### src/rtl/stereo_matrix_decoder_if.sv
// Sample bus between the stereo matrix decoder and its neighbours: the
// scaled sum/difference samples and gains going in, the rebuilt left/right
// samples and the status strobes coming out.
interface stereo_matrix_decoder_if #(
  parameter int W  = 18,
  parameter int GW = 4
);
  logic signed [W-1:0]  LpR;
  logic signed [W-1:0]  LmR;
  logic        [GW-1:0] Gs;
  logic        [GW-1:0] Gd;
  logic                 clken_48;
  logic signed [W-1:0]  LEFT;
  logic signed [W-1:0]  RIGHT;
  logic                 valid;
  logic                 busy;
  logic                 overrun;

  modport master (
    output LpR, LmR, Gs, Gd, clken_48,
    input  LEFT, RIGHT, valid, busy, overrun
  );

  modport slave (
    input  LpR, LmR, Gs, Gd, clken_48,
    output LEFT, RIGHT, valid, busy, overrun
  );
endinterface

### src/rtl/stereo_matrix_decoder.sv
// Stereo matrix decoder: rebuilds LEFT/RIGHT from gain-scaled L+R and L-R
// samples. A single shift-add multiplier walks the gain bits LSB first, first
// for the sum channel and then for the difference channel, and a final cycle
// forms the saturated sum and difference.
module stereo_matrix_decoder #(
  parameter int W   = 18,
  parameter int GW  = 4,
  parameter int GSH = 2
) (
  input  logic clock,
  input  logic reset,
  stereo_matrix_decoder_if.slave bus
);

  localparam int AW = W + GW;
  localparam int SW = AW - GSH;
  localparam int LW = SW + 1;
  localparam int CW = (GW > 1) ? $clog2(GW) : 1;
  localparam logic [CW-1:0] LAST_BIT = CW'(GW - 1);

  typedef enum logic [1:0] {IDLE, MUL_S, MUL_D, SUM} state_t;

  state_t               state;
  logic signed [W-1:0]  lpr_q;
  logic signed [W-1:0]  lmr_q;
  logic        [GW-1:0] gs_q;
  logic        [GW-1:0] gd_q;
  logic signed [AW-1:0] acc;
  logic        [CW-1:0] bit_cnt;
  logic signed [SW-1:0] s_q;
  logic signed [SW-1:0] d_q;
  logic signed [W-1:0]  left_q;
  logic signed [W-1:0]  right_q;
  logic                 valid_q;
  logic                 busy_q;
  logic                 overrun_q;

  logic signed [W-1:0]  mul_op;
  logic                 gain_bit;
  logic signed [AW-1:0] partial;
  logic signed [AW-1:0] acc_next;
  logic signed [AW-1:0] acc_shr;
  logic signed [LW-1:0] sum_lr;
  logic signed [LW-1:0] diff_lr;
  logic signed [W-1:0]  left_sat;
  logic signed [W-1:0]  right_sat;

  // Clamp a wide signed value into the W-bit output range.
  function automatic logic signed [W-1:0] saturate(input logic signed [LW-1:0] x);
    if (x[LW-1:W-1] == {(LW-W+1){x[LW-1]}})
      return x[W-1:0];
    else if (x[LW-1])
      return {1'b1, {(W-1){1'b0}}};
    else
      return {1'b0, {(W-1){1'b1}}};
  endfunction

  // Shared shift-add step: the operand and gain bit come from whichever channel is being multiplied.
  always_comb begin
    mul_op   = lpr_q;
    gain_bit = gs_q[bit_cnt];
    if (state == MUL_D) begin
      mul_op   = lmr_q;
      gain_bit = gd_q[bit_cnt];
    end
    partial  = {{GW{mul_op[W-1]}}, mul_op} <<< bit_cnt;
    acc_next = gain_bit ? (acc + partial) : acc;
    acc_shr  = acc_next >>> GSH;
  end

  // Output stage: widen S and D by one bit so the sum and difference cannot wrap before clamping.
  always_comb begin
    sum_lr    = {s_q[SW-1], s_q} + {d_q[SW-1], d_q};
    diff_lr   = {s_q[SW-1], s_q} - {d_q[SW-1], d_q};
    left_sat  = saturate(sum_lr);
    right_sat = saturate(diff_lr);
  end

  // Conversion sequencer with registered outputs; strobes outside IDLE are only flagged as overruns.
  always_ff @(posedge clock or posedge reset) begin
    if (reset) begin
      state     <= IDLE;
      lpr_q     <= '0;
      lmr_q     <= '0;
      gs_q      <= '0;
      gd_q      <= '0;
      acc       <= '0;
      bit_cnt   <= '0;
      s_q       <= '0;
      d_q       <= '0;
      left_q    <= '0;
      right_q   <= '0;
      valid_q   <= 1'b0;
      busy_q    <= 1'b0;
      overrun_q <= 1'b0;
    end else begin
      valid_q   <= 1'b0;
      overrun_q <= bus.clken_48 && (state != IDLE);
      case (state)
        IDLE: begin
          if (bus.clken_48) begin
            lpr_q   <= bus.LpR;
            lmr_q   <= bus.LmR;
            gs_q    <= bus.Gs;
            gd_q    <= bus.Gd;
            acc     <= '0;
            bit_cnt <= '0;
            busy_q  <= 1'b1;
            state   <= MUL_S;
          end
        end
        MUL_S: begin
          if (bit_cnt == LAST_BIT) begin
            s_q     <= acc_shr[SW-1:0];
            acc     <= '0;
            bit_cnt <= '0;
            state   <= MUL_D;
          end else begin
            acc     <= acc_next;
            bit_cnt <= bit_cnt + 1'b1;
          end
        end
        MUL_D: begin
          if (bit_cnt == LAST_BIT) begin
            d_q     <= acc_shr[SW-1:0];
            acc     <= '0;
            bit_cnt <= '0;
            state   <= SUM;
          end else begin
            acc     <= acc_next;
            bit_cnt <= bit_cnt + 1'b1;
          end
        end
        SUM: begin
          left_q  <= left_sat;
          right_q <= right_sat;
          valid_q <= 1'b1;
          busy_q  <= 1'b0;
          state   <= IDLE;
        end
        default: begin
          busy_q <= 1'b0;
          state  <= IDLE;
        end
      endcase
    end
  end

  assign bus.LEFT    = left_q;
  assign bus.RIGHT   = right_q;
  assign bus.valid   = valid_q;
  assign bus.busy    = busy_q;
  assign bus.overrun = overrun_q;

endmodule

### src/flat_wrapper.sv
// flat-port wrapper written by rule: the top's interface ports become plain ports
module stereo_matrix_decoder_flat 
#(
  parameter int W   = 18,
  parameter int GW  = 4,
  parameter int GSH = 2
)
  (clock, reset, bus_LpR, bus_LmR, bus_Gs, bus_Gd, bus_clken_48, bus_LEFT, bus_RIGHT, bus_valid, bus_busy, bus_overrun);
  stereo_matrix_decoder_if #(.W(W), .GW(GW)) bus_i ();
  input  logic clock;
  input  logic reset;
  input wire logic [$bits(bus_i.LpR)-1:0] bus_LpR;
  input wire logic [$bits(bus_i.LmR)-1:0] bus_LmR;
  input wire logic [$bits(bus_i.Gs)-1:0] bus_Gs;
  input wire logic [$bits(bus_i.Gd)-1:0] bus_Gd;
  input wire logic [$bits(bus_i.clken_48)-1:0] bus_clken_48;
  output wire logic [$bits(bus_i.LEFT)-1:0] bus_LEFT;
  output wire logic [$bits(bus_i.RIGHT)-1:0] bus_RIGHT;
  output wire logic [$bits(bus_i.valid)-1:0] bus_valid;
  output wire logic [$bits(bus_i.busy)-1:0] bus_busy;
  output wire logic [$bits(bus_i.overrun)-1:0] bus_overrun;
  assign bus_i.LpR = bus_LpR;
  assign bus_i.LmR = bus_LmR;
  assign bus_i.Gs = bus_Gs;
  assign bus_i.Gd = bus_Gd;
  assign bus_i.clken_48 = bus_clken_48;
  assign bus_LEFT = bus_i.LEFT;
  assign bus_RIGHT = bus_i.RIGHT;
  assign bus_valid = bus_i.valid;
  assign bus_busy = bus_i.busy;
  assign bus_overrun = bus_i.overrun;
  stereo_matrix_decoder #(.W(W), .GW(GW), .GSH(GSH)) u_core (.clock(clock), .reset(reset), .bus(bus_i));
endmodule
### config.mk
export PLATFORM = sky130hd
export DESIGN_NAME = stereo_matrix_decoder_flat
export DESIGN_NICKNAME = d
export VERILOG_FILES = /design/src/rtl/stereo_matrix_decoder_if.sv /design/src/rtl/stereo_matrix_decoder.sv /design/src/flat_wrapper.sv
export SDC_FILE = /design/constraint.sdc
export NUM_CORES = 1
export LEC_CHECK = 0
export ABC_CLOCK_PERIOD_IN_PS = 10100
export BUFFER_PORTS_ARGS = -buffer_cell sky130_fd_sc_hd__buf_2
export CAP_MARGIN = 5
export CORE_MARGIN = 2
export CORE_UTILIZATION = 49
export CTS_CLUSTER_DIAMETER = 200
export DETAILED_ROUTE_END_ITERATION = 7
export MAX_ROUTING_LAYER = met4
export PLACE_DENSITY = 0.67
export SKIP_CTS_REPAIR_TIMING = 1
export SYNTH_ARGS = -nofsm -noshare
export SYNTH_HDL_FRONTEND = slang
export SYNTH_SLANG_ARGS = --single-unit
export TNS_END_PERCENT = 1
### constraint.sdc
create_clock -name clock -period 10.1 [get_ports clock]
set_clock_uncertainty 0.1 [all_clocks]
set_input_delay 3.03 -clock clock [delete_from_list [all_inputs] [get_ports clock]]
set_output_delay 3.03 -clock clock [all_outputs]
set_load 0.01 [all_outputs]
### Word-level counts from Yosys, hierarchy flattened

Cells that the tools add are included.

* word-level logic and storage cells: 68
* bits of input ports: 47
* output and inout bits: 39
* flip-flop bits (word level): 149

* equal/unequal tests: 10
* reduce and logical (&&, ||, !) cells: 13
* mux-type cells: 24
* shift operators: 1
* $add $sub $neg: 4
* magnitude comparators: 1

Operators with widths (count)
* $mux W18: 5
* $mux W22: 3
* $pmux W22 S2: 1
* $add A22 B22 Y22: 1
* $sshl A22 B2 Y22: 1
* $add A20 B20 Y21: 1
* $sub A20 B20 Y21: 1
* $mux W2: 5
* $reduce_and A2 Y1: 5
* $pmux W2 S4: 1
* $eq A2 B2 Y1 const B: 3
* $eq A3 B3 Y1: 2
* $reduce_and A3 Y1: 2
* $reduce_bool A2 Y1: 3
* $mux W1: 5
* $bmux W1 S2: 2
* $ne A2 B2 Y1 const B: 2
* $pmux W2 S2: 1
* $lt A2 B3 Y1 const B: 1
* $ne A3 B1 Y1 const B: 1
* $add A2 B1 Y2 const B: 1
* $eq A2 B1 Y1 const B: 1
* $logic_not A2 Y1: 1
* $ne A2 B1 Y1 const B: 1
* 3 further kinds: 3

### Depth between registers and ports, before layout

* depth in word-level cells: 7
* depth in mapped cells: 18
* gate-level depth less buffers: 16

### Worst setup path after synthesis

Ideal clock, no wire load.

* path type: register to register
* start point: register u_core.state[0]
* end point: register u_core.s_q[18]
* data required time: 9.865 ns
* arrival: 4.359 ns
* library setup time: 0.135 ns
* slack: 5.506 ns
* clock period less this slack: 4.594 ns
* cell stages (with the launch flop): 17
* path buffers: 2
* cells stage by stage: dfrtp_1 inv_1 ha_1 clkbuf_1 buf_1 mux4_2 mux2_2 ha_1 nor2b_1 o31ai_1 a2111oi_0 or2_1 a31o_2 a221oi_1 xnor2_1 mux2i_1 o21ai_0

* longest elaborated chain between the ends: 5
* elaborated cells between the ends (all ways): 8
* classes of those cells: 1 x add/sub; 2 x eq/ne; 1 x shift; 3 x mux; 1 x reduce/logical

RTL lines
* from (decl): line stereo_matrix_decoder.sv:23 `state_t state;`
* from (signal assigned): line stereo_matrix_decoder.sv:82 `state <= IDLE;`
* from (signal assigned): line stereo_matrix_decoder.sv:109 `state <= MUL_S;`
* from (signal assigned): line stereo_matrix_decoder.sv:117 `state <= MUL_D;`
* $eq A2 B2 Y1: line stereo_matrix_decoder.sv:62 `if (state == MUL_D) begin`
* $mux W18: line stereo_matrix_decoder.sv:62
* $sshl A22 B2 Y22: line stereo_matrix_decoder.sv:66 `partial = {{GW{mul_op[W-1]}}, mul_op} <<< bit_cnt;`
* $add A22 B22 Y22: line stereo_matrix_decoder.sv:67 `acc_next = gain_bit ? (acc + partial) : acc;`
* $mux W22: line stereo_matrix_decoder.sv:67
* to (signal assigned): line stereo_matrix_decoder.sv:114 `s_q <= acc_shr[SW-1:0];`
* to (decl): line stereo_matrix_decoder.sv:30 `logic signed [SW-1:0] s_q;`

Several ways; a longest one is shown, not always the timed one. The select of a mux whose other input is x is not followed.
A chain may end at the register's enable or synchronous reset.

### Final worst setup path

* start point: register u_core.state[0]
* end point: register u_core.d_q[18]

* longest elaborated chain between the ends: 5
* elaborated cells between the ends (all ways): 7
* classes of those cells: 1 x add/sub; 1 x eq/ne; 1 x shift; 3 x mux; 1 x reduce/logical

RTL lines
* $eq A2 B2 Y1 (*): line stereo_matrix_decoder.sv:62, stereo_matrix_decoder.sv:99
* $mux W18: line stereo_matrix_decoder.sv:62
* $sshl A22 B2 Y22: line stereo_matrix_decoder.sv:66
* $add A22 B22 Y22: line stereo_matrix_decoder.sv:67
* $mux W22: line stereo_matrix_decoder.sv:67
* to (signal assigned): line stereo_matrix_decoder.sv:125 `d_q <= acc_shr[SW-1:0];`
* to (decl): line stereo_matrix_decoder.sv:31 `logic signed [SW-1:0] d_q;`

Mark *: on every way between the ends. The rest lies on a longest branch, timed or not. The select of a mux whose other input is x is not followed.

==> impl_metrics.ini <==
[clock_network]
clock_latency_ps = 440
root_buffer = clkbuf_16
cts_buffer_depth = 2
path_clk_slew_ps = 60
cts.sinks = 149
cts_tree = done
htree_levels = 4
cts_made_buffers = 17

[logic_synthesis]
yosys_register_bits = 149
yosysTopAreaCell = dfrtp_1
ys_seq_area_share_pct = 38.3
synthCells = 981
ys_warn_count = 0
async_reset_ff_share_pct = 100
synth_top_area_share_pct = 38.3
synthTopCellsByArea = dfrtp_1, ha_1, mux2_2
synth_ff_type = dfrtp_1
synthTopCellsByCount = dfrtp_1, nand2_1, o21ai_0, mux2_2, nor2_1
syn-num-nets = 1097
synth_area_um2 = 9730
synth_area_per_cell_um2 = 9.91
ys_types = 70
synth.most_common_cell = dfrtp_1
synth_enable_flop_cells = 0

[worst_setup_path]
startpoint_type = flip-flop
crit_path_end_kind = flip-flop
worstPathCellList = inv_1 > ha_1 > buf_4 > mux4_2 > mux2_2 > ha_1 > nor2b_1 > o31ai_1 > a2111oi_0 > or2_1 > a31o_2 > a221oi_1 > xnor2_1 > mux2i_1 > o21ai_1
crit_top_cell = ha_1
r2r_cells = 15
r2r_start = u_core.state[0]
cpPeakStageDelay_ps = 570
worst-setup-path-type = reg2reg
crit_required_ps = 10280
worstPathArrival_ps = 4860
worst_path_max_delay_cell = mux4_2
timing.rr.end = u_core.d_q[18]
crit_fanout = 24
rrSetupSlack_ps = 5420

[final_layout]
area_delta_synth_final_pct = 11.9
final_cells = 1318
diodes = 0
fin_nets = 1156
drive_gt1_share_pct = 21.7
final_cell_area_um2 = 10900

[grt]
grt_pass1_vias = 7268
grt_pass1_wl_um = 36100
grtUsageTotal_pct = 22.3
globalRouteOverflowTotal = 0
grt_max_degree = 90
antenna_found_initial = 0

[routing]
vias = 7394
vias_per_cell = 5.61
drtPass1Iterations = 5
wl_per_cell_um = 16.2
ant_nets = 0
drtIter0Drc = 518
drt_wl_total_um = 21400
drc = 0

[die]
die_y_um = 145
die_area_um2 = 21000
initial_core_util_pct = 50.0
fp.dieW_um = 145
core_area_um2 = 19500
io_pins = 86
rows = 51

[sta]
tns_ps = 0
fin_crit_ps = 4680
tightest_slew_ps = 1100
period_share_pct = 46.3
hold_slack_ps = 404
rsz0062_at_grt = no
fmax_mhz = 214
hold_viol_final = 0
slew_viol_final = 0
max-slew-margin-rel_pct = 26.2
finalSetupViolations = 0

[min_path]
hold_start = u_core.bus.LEFT[17]
min_path_type = reg2reg
whs_endpoint = u_core.bus.LEFT[17]
whs_path_depth = 2

[outcome]
status = completed

[placed_design]
place_inst = 1286
place_hpwl_um = 15800
place_area_um2 = 10300
finalWeightedCongestion = 0.892
port_buffers = 85

[job]
cap_viol_max_count = 0
[metrics by stage]
stage	worst slack (ps)	util (%)
detailed placement	5350	53.0
global route	4970	55.9
floorplan	2960	-
CTS	5320	55.9
global placement	5410	53.0
finish	5420	55.9
[worst max-delay path: cells and delay by family, from the launching register on]
kind,cells,cell delay (ps)
compound gates,5,1360
mux,3,1090
simple gates,2,480
fa+ha+maj,2,470
buf+inv,2,440
flops,1,410
xor+xnor,1,150
[sequential cells by signal, indices dropped and copies added, names as in the netlist]
name	flops
u_core.state	2
u_core.bus.overrun	1
u_core.gs_q	4
u_core.bus.RIGHT	18
u_core.lmr_q	18
u_core.d_q	20
u_core.gd_q	4
u_core.s_q	20
u_core.acc	22
u_core.bus.busy	1
u_core.lpr_q	18
u_core.bit_cnt	2
u_core.bus.LEFT	18
u_core.bus.valid	1
[worst max-delay path by stage]
stage / start / to / slack, ps / cells after the start
floorplan: reset / u_core.acc[0] / 2960 / 1
global placement: bus_clken_48 / u_core.acc[20] / 5410 / 5
detailed placement: bus_clken_48 / u_core.acc[17] / 5350 / 5
CTS: u_core.state[0] / u_core.s_q[18] / 5320 / 15
global route: u_core.state[0] / u_core.d_q[18] / 4970 / 15
finish: u_core.state[0] / u_core.d_q[18] / 5420 / 15
[final cells by class]
class	count	area (µm²)
Clock inverter	15	154
Multi-Input combinational cell	732	5590
Fill cell	1724	8580
Timing Repair Buffer	89	455
Tap cell	265	332
Inverter	51	196
Sequential cell	149	3730
Clock buffer	17	425
[placed cells by master (no fill, tap or decap), drive strengths merged, types with 14 or more instances in the layout]
cell type | netlist | routed
a21oi | 65 | 65
o221a | 14 | 14
nor3 | 15 | 15
nor2 | 67 | 67
nand2b | 17 | 17
a21o | 19 | 19
buf | 15 | 89
dfrtp | 149 | 149
mux4 | 18 | 18
a221o | 17 | 17
o21ai | 81 | 81
o21a | 14 | 14
inv | 49 | 52
xnor2 | 35 | 35
clkbuf | 34 | 17
nand3 | 17 | 17
ha | 66 | 66
nand2 | 87 | 87
mux2 | 70 | 70
[cells by family (layout without fill, tap and decap cells)]
logic type                 Yosys count  in the layout  synth area share, %
buffers and inverters              100            172                 4.17
muxes                               95             95                 13.0
adders and majority gates           69             69                 9.11
DFF                                149            149                 38.3
and+or+nand+nor                    232            232                 10.7
xor gates and xnor gates            47             47                 4.31
AOI/OAI and AO/OA                  289            289                 20.4
[metal layers]
metal | track usage [%] | up-vias | share of wire, %
met5 | - | - | 0
met4 | 7.87 | 0 | 2.1
met1 | 29.8 | 3483 | 49
li1 | - | 3681 | -
met3 | 3.55 | 39 | 3.7
met2 | 34.7 | 191 | 45
Power is left out: the tool's default activity adds up to more than one toggle a clock period on the data nets, which glitch-free logic cannot reach.
